**config.mk**
```make
export PLATFORM = sky130hd
export DESIGN_NAME = stage_except_collect
export DESIGN_NICKNAME = d
export VERILOG_FILES = /design/src/rtl/stage_except_collect.sv
export SDC_FILE = /design/constraint.sdc
export NUM_CORES = 1
export LEC_CHECK = 0
export CORE_AREA = 2 2 405 407
export CTS_CLUSTER_SIZE = 8
export DETAILED_ROUTE_END_ITERATION = 7
export DIE_AREA = 0 0 407 409
export GPL_TIMING_DRIVEN = 0
export PLACE_DENSITY = 0.3
export SYNTH_ARGS = -nofsm -noshare
export SYNTH_HDL_FRONTEND = slang
export SYNTH_SLANG_ARGS = --single-unit
```
**constraint.sdc**
```tcl
create_clock -name clk -period 2.1 [get_ports clk]
set_input_delay 0.42 -clock clk [delete_from_list [all_inputs] [get_ports clk]]
set_output_delay 0.42 -clock clk [all_outputs]
set_load 0.02 [all_outputs]
```
**src/rtl/stage_except_collect.sv**
```systemverilog
// stage_except_collect: per-stage exception priority merge, pipeline register and one-trap-per-flush FSM.
// Optional per-source raise counters are built only when EXCEPT_CNT_EN is defined.
module stage_except_collect #(
  parameter int XLEN    = 64,
  parameter int NUM_SRC = 4,
  parameter int CNT_W   = 16
) (
  input  logic                     clk,
  input  logic                     rst,
  input  logic                     stall,
  input  logic                     flush,
  input  logic                     valid_i,
  input  logic [XLEN-1:0]          pc_i,
  input  logic [NUM_SRC-1:0]       src_valid_i,
  input  logic [NUM_SRC*XLEN-1:0]  src_cause_i,
  input  logic [NUM_SRC*XLEN-1:0]  src_tval_i,
  input  logic                     up_except_i,
  input  logic [XLEN-1:0]          up_epc_i,
  input  logic [XLEN-1:0]          up_ecause_i,
  input  logic [XLEN-1:0]          up_etval_i,
  output logic                     dn_except_o,
  output logic [XLEN-1:0]          dn_epc_o,
  output logic [XLEN-1:0]          dn_ecause_o,
  output logic [XLEN-1:0]          dn_etval_o,
  output logic                     except_happen_o,
  output logic                     held_o,
  output logic [NUM_SRC*CNT_W-1:0] cnt_o
);
  localparam int SEL_W = NUM_SRC > 1 ? $clog2(NUM_SRC) : 1;
  typedef enum logic {IDLE, HELD} state_t;
  state_t state_q, state_d;
  logic [SEL_W-1:0] sel;
  logic new_hit, raise;
  logic m_except;
  logic [XLEN-1:0] m_epc, m_ecause, m_etval;
  logic dn_except_q;
  logic [XLEN-1:0] dn_epc_q, dn_ecause_q, dn_etval_q;
  always_comb begin
    sel = '0;
    for (int i = NUM_SRC - 1; i >= 0; i--) if (src_valid_i[i]) sel = SEL_W'(i);
  end
  assign new_hit  = valid_i & |src_valid_i & ~up_except_i & (state_q == IDLE);
  assign raise    = new_hit & ~stall & ~flush;
  assign m_except = up_except_i | new_hit;
  assign m_epc    = up_except_i ? up_epc_i : new_hit ? pc_i : '0;
  assign m_ecause = up_except_i ? up_ecause_i : new_hit ? src_cause_i[sel*XLEN +: XLEN] : '0;
  assign m_etval  = up_except_i ? up_etval_i : new_hit ? src_tval_i[sel*XLEN +: XLEN] : '0;
  always_ff @(posedge clk) begin
    if (rst || flush) begin
      dn_except_q <= 1'b0;
      dn_epc_q    <= '0;
      dn_ecause_q <= '0;
      dn_etval_q  <= '0;
    end else if (!stall) begin
      dn_except_q <= m_except;
      dn_epc_q    <= m_epc;
      dn_ecause_q <= m_ecause;
      dn_etval_q  <= m_etval;
    end
  end
  // raise already excludes stall, so a stalled hit leaves the state untouched
  assign state_d = flush ? IDLE : raise ? HELD : state_q;
  always_ff @(posedge clk) begin
    if (rst) state_q <= IDLE;
    else     state_q <= state_d;
  end
  assign dn_except_o     = dn_except_q;
  assign dn_epc_o        = dn_epc_q;
  assign dn_ecause_o     = dn_ecause_q;
  assign dn_etval_o      = dn_etval_q;
  assign except_happen_o = new_hit & ~flush;
  assign held_o          = state_q == HELD;
`ifdef EXCEPT_CNT_EN
  logic [CNT_W-1:0] cnt_q [NUM_SRC];
  always_ff @(posedge clk) begin
    for (int j = 0; j < NUM_SRC; j++) begin
      if (rst) cnt_q[j] <= '0;
      else if (raise && sel == SEL_W'(j) && cnt_q[j] != '1) cnt_q[j] <= cnt_q[j] + 1'b1;
    end
  end
  for (genvar g = 0; g < NUM_SRC; g++) begin : g_cnt
    assign cnt_o[g*CNT_W +: CNT_W] = cnt_q[g];
  end
`else
  assign cnt_o = '0;
`endif
endmodule
```
* Word level (Yosys, flattened, before mapping) *
Cells that the tools add are included.

word-level totals
  flip-flop bits (word level) = 194
  output and inout port bits = 259

cells by class
  reduce and logical (&&, ||, !) cells = 3
  shifts and indexed selects = 2
  bitwise logic cells = 11
  mux-type cells = 10

operators by type and width
  cell                                                     count
  256-bit by 9-bit indexed part select with 64-bit output  2
  64-bit 2-to-1 mux                                        6
  2-bit 2-to-1 mux                                         4
  1-bit AND                                                6
  1-bit inverter                                           4
  4-bit OR reduction                                       1
  2-bit OR reduction                                       1
  1-bit logical OR                                         1
  1-bit bitwise OR                                         1

* Longest topological paths before layout *
Gate-level depths: netlist of run 1.

  depth after elaboration = 7
  gate-level depth with buffers = 7

* Least setup slack after synthesis of run 1 *
No wires, ideal clock.

  kind = input to output
  start = in up_except_i
  end = out except_happen_o
  arrival time = 1.678 ns
  buffers on the path = 3
  slack = 0.002 ns
  stages = 6
  cells stage by stage = buf_2 -> nor3b_2 -> buf_2 -> buf_1 -> nand2_1 -> nor2_1

on the way
  word-level cells in the longest chain between the ends = 4

RTL lines
  element                 line  text
  start: declaration      17    input logic up_except_i,
  1-bit inverter          42    assign new_hit = valid_i & |src_valid_i & ~up_except_i & (state_q == IDLE);
  1-bit AND (2 in a row)  42
  1-bit AND               71    assign except_happen_o = new_hit & ~flush;
  end: declaration        25    output logic except_happen_o,

No other way between the ends.

* Worst setup path after layout of run 1 *
  start = in src_valid_i[3]
  end = out except_happen_o

on the way
  word-level cells in the longest chain between the ends = 5

RTL lines
  element                 line  text
  start: declaration      14    input logic [NUM_SRC-1:0] src_valid_i,
  4-bit OR reduction      42
  1-bit AND (3 in a row)  42
  1-bit AND               71

No other way between the ends.

==> flow_summary.toml, run 1 <==
[run_status]
status = "finished, violations left"
violations = "setup timing"

[floorplan]
fp.dieW_um = 407
core_area_mm2 = 0.162
rows = 148
dieArea_mm2 = 0.166
fp.dieH_um = 409
boundaryPins = 1037
initial_core_util_pct = 9.22

[setup_path]
path_max_fanout = 10
crit_slowest_cell = "or4_4"
path_class = "in -> out"
endpoint_kind = "output port"
critPathRequiredTime_ns = 1.68
r2r_start = "held_o"
cp-start-kind = "input port"
crit_path_cell_trace = "buf_2 > or4_4 > buf_12 > buf_12 > buf_8 > nand2_8 > nor2_4 > buf_6"
cpLargestDelayFamily = "buffers and inverters"
ff2ff_setup_slack_ns = 0.14
path_buf_inv = 5
rr_worst_depth = 5
critPathMaxStageDelay_ns = 0.55
crit_path_frequent_cell = "buf_12"
worst-endpoint-arrival_ns = 1.76
r2r_end = "dn_etval_o[27]"

[clock_tree]
cts_sinks = 194
clk_pin_slew_worst_paths_ns = 0.09
root_buffer = "clkbuf_16"
cts_tree = "yes"
h-tree-depth = 4
cts_buffers = 17
clock_latency_ns = 0.55
cts_buffer_depth = 2

[yosys]
synth_cells = 1746
synth-async-reset-ratio_pct = 0
yosysMostFrequentCell = "dfxtp_1"
synth_common_cells = "dfxtp_1, o21ai_0, clkbuf_1"
synth.yosys.seq_area_share_pct = 26.0
synth-seq-cells = 194
yosys_warnings = 0
syn_area_mm2 = 0.0149
synth.top_cell.area_share_pct = 26.0
synth.area.top_cells = "dfxtp_1, a221oi_2, a221oi_1"
synth_ff_type = "dfxtp_1"
synth_cell_type_count = 26
postSynthAreaPerCell_um2 = 8.55
synth_edf_count = 0
yosys.area.top_type = "dfxtp_1"

[final_layout]
layout.nets = 3587
stdcell_area_mm2 = 0.0286
postLayoutCoreUtil_pct = 17.7
final_cells = 5022
area_delta_synth_final_pct = 91.5
drive_above_1_share_pct = 11.6

[timing]
fin_setup_tns_ns = -0.0788
setup_viol = 1
finalCritPeriodShare_pct = 104
worstMarginPinSlew_ns = 1.09
hold_violations = 0
min_period_ns = 2.18
rsz0062_at_grt = "true"
timing.fmax_mhz = 459
slew_viol_final = 0
skew_ns = 0.0138
timing.final.ws_setup_ns = -0.0788
slew_headroom_pct = 27.5

[routing]
final_antenna_net_count = 0
drt-vias-per-instance = 4.11
drt_iter0_drc = 1482
drt-wirelength-per-cell_um = 32.4
wl_um = 163000
first_pass_iters = 5
drc = 0
num_vias = 20600

[grt]
first_global_vias = 21200
grt_pass1_wl_um = 210000
antenna_found_initial = 80
grt_max_degree = 21
overflow = 0
gr-usage-all-layers_pct = 18.8

[worst_hold_path]
min_to = "dn_epc_o[24]"
holdCritStartpoint = "dn_epc_o[24]"
min_path_cells = 2
min_path_type = "reg -> reg"

[place]
dp.final_hpwl_um = 136000
gp_congestion = 0.829
dp_cells = 4956
portBuffers = 969
postPlaceCellArea_mm2 = 0.0277

[pwr]
ir_drop_v = 0.000657
power_leakage_uw = 0.00960
power_density_mw_per_mm2 = 447
finalPower_uw = 12800

[flow_run]
cap_violations = 0
## how the worst max path moves through the flow
| stage | startpoint | endpoint | depth (start not counted) |
|---|---|---|---|
| 2_1_floorplan | up_except_i | except_happen_o | 6 |
| 3_3_place_gp | src_valid_i[0] | dn_ecause_o[39] | 6 |
| 3_5_place_dp | valid_i | except_happen_o | 7 |
| 4_1_cts | held_o | except_happen_o | 6 |
| 5_1_grt | held_o | except_happen_o | 6 |
| 6_report | src_valid_i[3] | except_happen_o | 8 |
## cell usage in the layout, fill, tap and decap left out, types with 3 or more instances in the layout
| cell | synthesis | routed |
|---|---|---|
| clkdlybuf4s50_1 | 0 | 910 |
| clkinv_8 | 0 | 3 |
| dlygate4sd2_1 | 0 | 48 |
| clkdlybuf4s15_2 | 0 | 3 |
| buf_4 | 65 | 77 |
| inv_8 | 0 | 5 |
| a221oi_2 | 100 | 100 |
| clkbuf_4 | 0 | 7 |
| a21oi_1 | 65 | 65 |
| a221o_1 | 128 | 128 |
| buf_1 | 28 | 9 |
| o21ai_0 | 193 | 193 |
| a32oi_1 | 64 | 64 |
| nand2_1 | 129 | 128 |
| a21o_1 | 128 | 128 |
| buf_2 | 22 | 31 |
| a211oi_1 | 128 | 128 |
| nand3b_1 | 128 | 128 |
| dlymetal6s2s_1 | 0 | 7 |
| clkbuf_1 | 186 | 139 |
| clkbuf_2 | 1 | 40 |
| diode_2 | 0 | 25 |
| inv_6 | 0 | 4 |
| dfxtp_1 | 194 | 193 |
| clkbuf_16 | 0 | 17 |
| a221oi_1 | 156 | 156 |
| buf_12 | 0 | 3 |
| conb_1 | 1 | 64 |
| buf_6 | 18 | 19 |
## cell families (layout without fill, tap and decap cells)
group	after synthesis	in the layout	synth area share (%)
AOI/OAI and AO/OA	963	963	53.1
buffers and inverters	321	1334	10.8
DFF	194	194	26.0
other	1	89	0.0251
and+or+nand+nor	267	267	10.1
## sequential cells by signal, indices dropped and copies added (netlist names)
signal / flops
dn_ecause_o: 64
dn_epc_o: 64
held_o: 1
dn_etval_o: 64
dn_except_o: 1
## tightest hold or removal path: stages, from the launching register on
cell and delay, ns:
dfxtp_1 0.32, o21ai_0 0.13, a21oi_1 0.04
## per-layer routing
| metal | up-vias | global-route usage (%) | part of all wire, % |
|---|---|---|---|
| li1 | 9229 | - | - |
| met1 | 10300 | 21.6 | 39 |
| met2 | 900 | 34.1 | 51 |
| met3 | 167 | 5.90 | 7.8 |
| met4 | 52 | 3.47 | 1.6 |
| met5 | - | 0 | 0.21 |
## layout make-up
type / instances / area (um2)
plain buffers: 319 / 1800
inverters: 1 / 3.75
diodes: 25 / 62.6
multi-input cells: 1294 / 9710
repair buffers: 982 / 9800
well taps: 2175 / 2720
clock buffers: 17 / 425
fillers: 18200 / 133000
clock inverters: 15 / 185
flip-flops and latches: 194 / 3890
## power breakdown
| part | switching, uW | total [uW] | internal, uW |
|---|---|---|---|
| sequential | 94.9 | 3920 | 3830 |
| combinational | 2550 | 4910 | 2360 |
| clock | 2230 | 3950 | 1730 |
## per-stage QoR
step,hold WS [ns],setup WS [ns]
detailed placement,0.519,-1.41
CTS,0.470,-0.163
global route,0.508,-0.136
global placement,0.507,-2.21
finish,0.539,-0.0788
floorplan,0.577,0.00173
## timing repair
item | 4_1_cts | 5_1_grt
hold buffers | 0 | 0
pin swaps | 2 | 2
gates resized for setup | 137 | 42
buffers inserted | 4 | 6
endpoints found under the setup margin | 242 | 141
(Power assumes the default switching activity.)
==> run 2, diff against run 1 <==
- CAP_MARGIN: unset -> 20
==> run 2 against run 1 <==
Critical path depth down 2; the run still ends with setup timing left; wire length down 0.21%; flip-flop and latch count unchanged; count of clock-buffer cells in the layout unchanged; final cell count about the same; non-clock buffer count down 3; core utilization about the same; critical endpoint unchanged.
==> flow_summary.toml, run 2 (synthesis gave the netlist of run 1 again) <==
[setup_path]
r2r_end = "dn_etval_o[29]"
path_max_fanout = 5
r2r_start = "held_o"
path_class = "in -> out"
endpoint_kind = "output port"
cp-start-kind = "input port"
ff2ff_setup_slack_ns = 0.13
worst-endpoint-arrival_ns = 1.74
rr_worst_depth = 5
critPathRequiredTime_ns = 1.68

[grt]
grt_max_degree = 22
gr-usage-all-layers_pct = 18.8
overflow = 0
first_global_vias = 20900
antenna_found_initial = 92
grt_pass1_wl_um = 208000

[clock_tree]
clk_pin_slew_worst_paths_ns = 0.09
hold_buffers = 0
root_buffer = "clkbuf_16"
cts_buffers = 17
clock_latency_ns = 0.55
cts_buffer_depth = 2
cts_tree = "yes"
cts_sinks = 194
h-tree-depth = 4

[timing]
fin_setup_tns_ns = -0.0631
timing.fmax_mhz = 462
skew_ns = 0.0153
slew_viol_final = 0
timing.final.ws_setup_ns = -0.0631
rsz0062_at_grt = "true"
min_period_ns = 2.16
worstMarginPinSlew_ns = 0.932
setup_viol = 1
slew_headroom_pct = 37.9
finalCritPeriodShare_pct = 103
hold_violations = 0

[pwr]
ir_drop_v = 0.000645
power_leakage_uw = 0.00951
power_density_mw_per_mm2 = 445

[worst_hold_path]
min_path_type = "reg -> reg"
min_path_cells = 2
holdCritStartpoint = "dn_epc_o[14]"
min_to = "dn_epc_o[14]"

[routing]
final_antenna_net_count = 0
first_pass_iters = 7
dr_wl_met3_um = 13900
wl_met2_um = 83600
met1Wirelength_um = 62400
wl_um = 163000
num_vias = 20500
drt-wirelength-per-cell_um = 32.4
drc = 0
drt_iter0_drc = 1727
top_layer_used = "met5"
drt-vias-per-instance = 4.09

[flow_run]
cap_violations = 0

[final_layout]
drive_above_1_share_pct = 11.5
postLayoutCoreUtil_pct = 17.6
layout_commonest_cell = "clkdlybuf4s50_1"
final_cells = 5018
area_delta_synth_final_pct = 91.3
layout.nets = 3584
layout_common_cells = "clkdlybuf4s50_1, o21ai_0, dfxtp_1, a221oi_1, clkbuf_1"

[place]
gp_congestion = 0.829
dp_cells = 4959
portBuffers = 969
dp.final_hpwl_um = 136000
pre_cts_ws_ns = -1.39

[run_status]
status = "finished, violations left"
violations = "setup timing"

[floorplan]
fp.dieH_um = 409
rows = 148
fp.dieW_um = 407
core_area_mm2 = 0.162
dieArea_mm2 = 0.166
boundaryPins = 1037
initial_core_util_pct = 9.22
==> run 2: cell types whose count changed in the layout (fill, tap and decap cells not counted), sizes merged, moves of 2 or more <==
| cell | before | now |
|---|---|---|
| dlymetal6s2s | 7 | 3 |
| clkinv | 3 | 6 |
| clkdlybuf4s50 | 910 | 915 |
| clkbuf | 205 | 203 |
==> run 2: per-layer routing <==
| metal | track usage, % | vias to the layer above |
|---|---|---|
| met4 | 3.23 | 60 |
| met3 | 6.64 | 168 |
| li1 | - | 9222 |
| met5 | 0 | - |
| met2 | 34.1 | 937 |
| met1 | 21.0 | 10100 |
==> run 2: layout make-up <==
| class | count | area (um2) |
|---|---|---|
| fillers | 18200 | 133000 |
| repair buffers | 985 | 9830 |
| multi-input cells | 1294 | 9710 |
| flip-flops and latches | 194 | 3890 |
| well taps | 2175 | 2720 |
| plain buffers | 313 | 1740 |
| clock buffers | 17 | 425 |
| clock inverters | 15 | 183 |
| diodes | 24 | 60.1 |
| inverters | 1 | 3.75 |
==> run 2: power by group <==
group	switching [uW]	leakage (uW)	internal [uW]
logic	2540	0.00764	2360
registers	96.4	0.00158	3830
clock network	2240	0.000294	1630
total	4880	0.00951	7820
==> run 2: worst max-delay path, cell delays in order <==
cell and delay (ns):
clkdlybuf4s15_1 0.21, or4_4 0.67, buf_8 0.18, nand2_4 0.07, nor2_4 0.03, buf_6 0.13
==> run 2: how the worst max path moves through the flow <==
stage | depth (start not counted) | end | startpoint
2_1_floorplan | 6 | except_happen_o | up_except_i
3_3_place_gp | 6 | dn_ecause_o[39] | src_valid_i[0]
3_5_place_dp | 7 | except_happen_o | valid_i
4_1_cts | 6 | except_happen_o | held_o
5_1_grt | 6 | except_happen_o | held_o
6_report | 6 | except_happen_o | src_valid_i[1]
==> run 2: stage by stage <==
| step | hold WS (ns) | total power [uW] | area [um2] |
|---|---|---|---|
| 6_report | 0.536 | 12700 | 28600 |
| 2_1_floorplan | 0.577 | 5820 | 15200 |
| 3_5_place_dp | 0.515 | 8950 | 27700 |
| 5_1_grt | 0.511 | 13300 | 28500 |
| 4_1_cts | 0.483 | 13000 | 28500 |
| 3_3_place_gp | 0.507 | 8950 | 27600 |
==> run 2: timing repair <==
item                                   CTS  global route
setup buffers                            4             6
setup endpoints to repair              241            79
endpoints found under the hold margin    0             0
pin swaps                                2             3
resized for setup                      139            30
cloned                                   0             0
